<file path="config.mk">
export PLATFORM = sky130hd
export DESIGN_NAME = cache_control
export DESIGN_NICKNAME = d
export VERILOG_FILES = /design/src/rtl/cache_control.sv
export SDC_FILE = /design/constraint.sdc
export NUM_CORES = 2
export LEC_CHECK = 0
export BUFFER_PORTS_ARGS = -buffer_cell sky130_fd_sc_hd__buf_2
export CORE_ASPECT_RATIO = 2
export CORE_MARGIN = 3
export CORE_UTILIZATION = 46
export CTS_BUF_LIST = sky130_fd_sc_hd__clkbuf_8 sky130_fd_sc_hd__clkbuf_16
export DETAILED_ROUTE_END_ITERATION = 7
export PLACE_DENSITY_LB_ADDON = 0.05
export SLEW_MARGIN = 25
export SYNTH_ARGS = -nofsm -noshare
export SYNTH_HDL_FRONTEND = slang
export SYNTH_SLANG_ARGS = --single-unit
</file>
<file path="constraint.sdc">
create_clock -name clk -period 15.4 [get_ports clk]
set_input_delay 1.54 -clock clk [delete_from_list [all_inputs] [get_ports clk]]
set_output_delay 1.54 -clock clk [all_outputs]
set_load 0.03 [all_outputs]
</file>
<file path="src/rtl/cache_control.sv">
// cache_control: direct-mapped, write-back, write-allocate L1 cache controller.
// It owns the tag, valid, dirty and 256-bit line arrays. It checks for hits,
// writes back a dirty victim line and fills a line from physical memory.
//
// Optional feature: define CACHE_PERF_CNT_EN to enable the saturating
// hit/miss performance counters. Without it both counters read 32'h0.
//
// Ports:
//   clk, rst              clock, asynchronous active-high reset
//   mem_read, mem_write   CPU request, held until mem_resp
//   mem_byte_enable       byte lanes of the aligned store word
//   mem_address           CPU byte address {tag, index, offset[4:0]}
//   mem_wdata             lane-aligned store data
//   mem_rdata, mem_resp   load data and one-cycle completion pulse
//   pmem_read/pmem_write  line fill / writeback request, held until pmem_resp
//   pmem_address          line address (bits [4:0] = 0)
//   pmem_wdata/pmem_rdata victim line out / fill line in
//   pmem_resp             pmem completion pulse
//   hit_count, miss_count performance counters
module cache_control #(
  parameter int IDX_W = 3,
  parameter int TAG_W = 24
) (
  input  logic         clk,
  input  logic         rst,
  input  logic         mem_read,
  input  logic         mem_write,
  input  logic [3:0]   mem_byte_enable,
  input  logic [31:0]  mem_address,
  input  logic [31:0]  mem_wdata,
  output logic [31:0]  mem_rdata,
  output logic         mem_resp,
  output logic         pmem_read,
  output logic         pmem_write,
  output logic [31:0]  pmem_address,
  output logic [255:0] pmem_wdata,
  input  logic [255:0] pmem_rdata,
  input  logic         pmem_resp,
  output logic [31:0]  hit_count,
  output logic [31:0]  miss_count
);

  localparam int SETS = 1 << IDX_W;

  typedef enum logic [1:0] {IDLE, CHECK, WRITEBACK, FILL} state_t;

  state_t state;

  // Latched request
  logic [TAG_W-1:0] req_tag;
  logic [IDX_W-1:0] req_idx;
  logic [2:0]       req_word;
  logic [31:0]      req_wdata;
  logic [3:0]       req_be;
  logic             req_write;

  // Cache arrays
  logic [TAG_W-1:0] tag_arr  [SETS];
  logic [255:0]     line_arr [SETS];
  logic [SETS-1:0]  valid;
  logic [SETS-1:0]  dirty;

  logic             hit;
  logic [255:0]     merged_line;

  // Byte offset bits [1:0] are ignored: accesses are word-aligned.
  logic unused_addr_bits;
  assign unused_addr_bits = ^mem_address[1:0];

  assign hit = valid[req_idx] && (tag_arr[req_idx] == req_tag);

  // Current line with the store word merged in under the byte enables.
  // NOTE: always_comb assigns every output a default first so no latch is inferred.
  always_comb begin
    merged_line = line_arr[req_idx];
    for (int i = 0; i < 4; i++) begin
      if (req_be[i])
        merged_line[{req_word, 2'(i), 3'b000} +: 8] = req_wdata[8*i +: 8];
    end
  end

  // Controller FSM with registered outputs; also owns valid/dirty.
  // NOTE: sequential state uses non-blocking assignments so every register
  // samples the pre-edge values of its sources.
  always_ff @(posedge clk or posedge rst) begin
    if (rst) begin
      state        <= IDLE;
      valid        <= '0;
      dirty        <= '0;
      mem_resp     <= 1'b0;
      mem_rdata    <= '0;
      pmem_read    <= 1'b0;
      pmem_write   <= 1'b0;
      pmem_address <= '0;
      pmem_wdata   <= '0;
      req_tag      <= '0;
      req_idx      <= '0;
      req_word     <= '0;
      req_wdata    <= '0;
      req_be       <= '0;
      req_write    <= 1'b0;
    end else begin
      mem_resp <= 1'b0;
      case (state)
        IDLE: begin
          if (mem_read || mem_write) begin
            req_tag   <= mem_address[31 -: TAG_W];
            req_idx   <= mem_address[IDX_W+4:5];
            req_word  <= mem_address[4:2];
            req_wdata <= mem_wdata;
            req_be    <= mem_byte_enable;
            req_write <= mem_write;
            state     <= CHECK;
          end
        end
        CHECK: begin
          if (hit) begin
            mem_resp <= 1'b1;
            if (req_write) dirty[req_idx] <= 1'b1;
            else mem_rdata <= line_arr[req_idx][{req_word, 5'b00000} +: 32];
            state <= IDLE;
          end else if (valid[req_idx] && dirty[req_idx]) begin
            pmem_write   <= 1'b1;
            pmem_address <= {tag_arr[req_idx], req_idx, 5'b00000};
            pmem_wdata   <= line_arr[req_idx];
            state        <= WRITEBACK;
          end else begin
            pmem_read    <= 1'b1;
            pmem_address <= {req_tag, req_idx, 5'b00000};
            state        <= FILL;
          end
        end
        WRITEBACK: begin
          if (pmem_resp) begin
            pmem_write   <= 1'b0;
            pmem_read    <= 1'b1;
            pmem_address <= {req_tag, req_idx, 5'b00000};
            state        <= FILL;
          end
        end
        FILL: begin
          if (pmem_resp) begin
            pmem_read      <= 1'b0;
            valid[req_idx] <= 1'b1;
            dirty[req_idx] <= 1'b0;
            state          <= CHECK;
          end
        end
        default: state <= IDLE;
      endcase
    end
  end

  // Tag and line storage. Writes are qualified by FSM state, which reset
  // forces to IDLE, so an abandoned miss never touches the arrays.
  // NOTE: storage arrays are deliberately not reset; valid bits gate their use.
  always_ff @(posedge clk) begin
    if (state == FILL && pmem_resp) begin
      line_arr[req_idx] <= pmem_rdata;
      tag_arr[req_idx]  <= req_tag;
    end else if (state == CHECK && hit && req_write) begin
      line_arr[req_idx] <= merged_line;
    end
  end

`ifdef CACHE_PERF_CNT_EN
  // refill marks the CHECK that follows a fill; its hit is not counted.
  logic refill;

  always_ff @(posedge clk or posedge rst) begin
    if (rst) begin
      hit_count  <= '0;
      miss_count <= '0;
      refill     <= 1'b0;
    end else begin
      if (state == FILL && pmem_resp) refill <= 1'b1;
      else if (state == CHECK)        refill <= 1'b0;
      if (state == CHECK) begin
        if (!hit) begin
          if (miss_count != 32'hFFFF_FFFF) miss_count <= miss_count + 32'd1;
        end else if (!refill) begin
          if (hit_count != 32'hFFFF_FFFF) hit_count <= hit_count + 32'd1;
        end
      end
    end
  end
`else
  assign hit_count  = 32'h0;
  assign miss_count = 32'h0;
`endif

endmodule
</file>
==> results.toml <==
[grt]
grt.overflow.total = 0
grt_pass1_vias = 63600
antenna_found_initial = 75
grt_max_degree = 125
grt_pass1_wl_um = 542000
grt.total_usage_pct = 32.9

[cells_and_area]
area_delta_synth_final_pct = 14.0
multiInputGateArea_um2 = 26400
utilization_pct = 52.7
drive_gt1_share_pct = 24.4
fill_cells = 19000
regArea_um2 = 77400
nets = 7361

[power_and_ir_drop]
combPwrFrac_pct = 41.4
swShare_pct = 41.6
p_sw_mw = 11.0
p_leak_nw = 43.3
power.density_nw_per_um2 = 219
ir_worst_vdd_mv = 0.186
clock_power_share_pct = 23.2
p_int_mw = 15.5
share_seq_of_total_power_pct = 35.4

[clock_network]
htreeDepth = 4
clock_sinks = 2643
clk_pin_slew_ns = 0.07
clock-root-buffer = "clkbuf_16"
insertion_delay_ns = 0.91
cts_tree = "yes"
cts_buffer_depth = 4
cts_made_buffers = 237
post_cts_buffers = 0
cts_resized = 0
cts_hold_buffers = 0

[yosys]
avgSynthCellArea_um2 = 16.7
yosysTopAreaCellShare_pct = 63.2
synth_cells = 6359
synth_top_cell_by_area = "edfxtp_1"
synth_area_leaders = "edfxtp_1, dfrtp_1, a22oi_1"
synth-main-ff-cell = "edfxtp_1"
synth_edf_count = 2240
synth-seq-area-share_pct = 72.7
ys_types = 77
synthArstFlopShare_pct = 15.2
yosysWarnings = 0
synth-seq-cells = 2643
syn-cell-area_um2 = 106000

[setup_path]
cpPeakStageDelay_ns = 0.80
crit_arrival_ns = 8.16
crit_path_frequent_cell = "buf_4"
startpoint = "req_idx[1]$_DFFE_PP0P_"
path_buf_inv = 5
crit_type = "flip-flop to flip-flop"
endpoint_kind = "flip-flop"
crit_slowest_cell = "dfrtp_4"
timing.critical_path.cells = "buf_4 > nand2b_1 > buf_4 > o22ai_1 > or3_1 > a2111oi_0 > nand4b_1 > nor4_1 > nand3_1 > a21oi_4 > buf_4 > buf_12 > buf_12"
critPathMaxFanout = 106
cp-start-kind = "flip-flop"
cp_data_required_time_ns = 15.91
crit_family = "buffers and inverters"
r2r-start = "req_idx[1]$_DFFE_PP0P_"

[route]
wl_per_cell_um = 38.7
drt-total-wl_um = 397000
antenna_left = 0
drtPass1Iterations = 7
drcViolationCount = 0
route.vias.total = 65400
drt-initial-drc-count = 7489
via_per_inst = 6.38

[sta]
clock.fmax_mhz = 131
fin_crit_ns = 7.65
setup_violations = 0
slew_viol_final = 0
relSlewSlack_pct = 19.2
finalCritPeriodShare_pct = 49.7
fin_skew_ns = 0.0697
worstMarginPinSlew_ns = 1.20
finalHoldViolations = 0
fin_ws_ns = 7.75
rsz0062_at_grt = "no"
timing.hold.ws_ns = 0.466

[floorplanning]
core_um2 = 230000
io_pins = 716
die_area_um2 = 237000
initial_core_util_pct = 46.3
die_height_um = 686
die_x_um = 346
num_rows = 249

[run]
drv_cap = 0

[place]
port_buffers = 644
gp_congestion = 0.865
pre_cts_ws_ns = 7.74
hpwlAfterDp_um = 257000

[outcome]
outcome = "completed"

[worst_hold_path]
hold_class = "flip-flop to flip-flop"
min-delay-start = "valid[5]$_DFFE_PP0P_"
## through the flow
| step | setup TNS (ns) | cell area [µm²] | power [mW] | std cells |
|---|---|---|---|---|
| 2_1_floorplan | -1042.34 | 107000 | 15.4 | 6427 |
| 3_3_place_gp | 0 | 113000 | 20.4 | 9790 |
| 3_5_place_dp | 0 | 113000 | 20.4 | 9794 |
| 4_1_cts | 0 | 121000 | 26.6 | 10200 |
| 5_1_grt | 0 | 121000 | 27.3 | 10200 |
| 6_report | 0 | 121000 | 26.5 | 10300 |
## power by group through the flow
stage          Sequential (mW)  Combinational [mW]  Clock, mW
3_5_place_dp              9.53                10.9          0
3_3_place_gp              9.50                10.9          0
2_1_floorplan             10.0                5.41          0
5_1_grt                   9.46                11.3       6.48
6_report                  9.41                11.0       6.15
4_1_cts                   9.38                11.0       6.23
## cells in the final DEF, fill, tap and decap left out, types with 32 or more instances in the layout
cell and count:
a221oi_1 84, nand2_1 214, mux2_4 90, and4_1 50, clkbuf_16 242, edfxtp_1 2240
clkbuf_8 32, nand4_1 87, conb_1 69, o21ai_0 155, nor2_1 57, mux4_2 88
a21oi_1 217, buf_4 162, mux2_2 290, clkinv_2 44, a22oi_1 695, buf_2 644
a22o_1 95, inv_1 190, mux2_1 284, dfrtp_1 397, nand3_1 108, o22ai_1 36
mux2i_1 238
## kinds of logic (layout without fill, tap and decap cells)
group	Yosys count	count (layout)	synth area share [%]
other	1	94	0.00353
multiplexers	994	994	11.5
adder cells (fa/ha/maj)	10	10	0.118
buffers and inverters	626	1421	2.95
flip-flops	2643	2643	72.7
AND/OR/NAND/NOR	687	687	3.41
AO/OA/AOI/OAI	1391	1391	9.20
XOR/XNOR	7	7	0.0576
## metal layers
layer | global-route usage [%] | up-vias | part of all wire [%]
met2 | 52.7 | 3675 | 47
met3 | 7.09 | 670 | 9.6
li1 | - | 26600 | -
met1 | 42.7 | 34500 | 37
met5 | 0 | - | 0.051
met4 | 16.6 | 30 | 6.0
## cells in the mapped netlist, drive strengths merged (4+ instances only)
library cell  instances
edfxtp             2240
a22oi               699
mux2                664
dfrtp               403
buf                 283
mux2i               241
a21oi               225
nand2               216
clkbuf              199
o21ai               158
inv                 144
nand3               111
a22o                 95
mux4                 89
nand4                87
a221oi               84
nor2                 73
and4                 50
o22ai                36
nor2b                35
and3                 27
nor3                 27
a221o                19
a222oi               15
a211oi               14
and2                 10
ha                   10
or2                  10
nor4                  9
o21a                  9
xnor2                 7
nand2b                6
a31oi                 5
o221ai                5
a2bb2oi               4
nor3b                 4
o211ai                4
o2bb2ai               4
## area by class of cell
type / count / area share (%)
Antenna cell: 25 / 0.0516
Tap cell: 3012 / 3.11
Timing Repair Buffer: 838 / 4.19
Clock buffer: 274 / 5.36
Sequential cell: 2643 / 63.8
Multi-Input combinational cell: 3158 / 21.8
Inverter: 144 / 0.452
Clock inverter: 165 / 1.24
## registers in the layout (all words and copies together) (netlist names), named ones only
name	flops
line_arr	2048
mem_rdata	32
mem_resp	1
pmem_address	27
pmem_read	1
pmem_wdata	256
pmem_write	1
req_be	4
req_idx	3
req_tag	24
req_wdata	32
req_word	3
req_write	1
state	2
tag_arr	192
valid	8
## worst paths after layout
check	endpoint	slack, ns	depth (start not counted)
max	line_arr[7][83]$_DFFE_PP_	7.75	13
min	valid[5]$_DFFE_PP0P_	0.47	1
max reg2reg	line_arr[7][83]$_DFFE_PP_	7.75	13
min reg2reg	valid[5]$_DFFE_PP0P_	0.47	1
max in group asynchronous	req_idx[0]$_DFFE_PP0P_	12.43	4
min in group asynchronous	pmem_wdata[25]$_DFFE_PP0P_	0.81	2
Note: power is estimated with default switching activity, not from simulation.
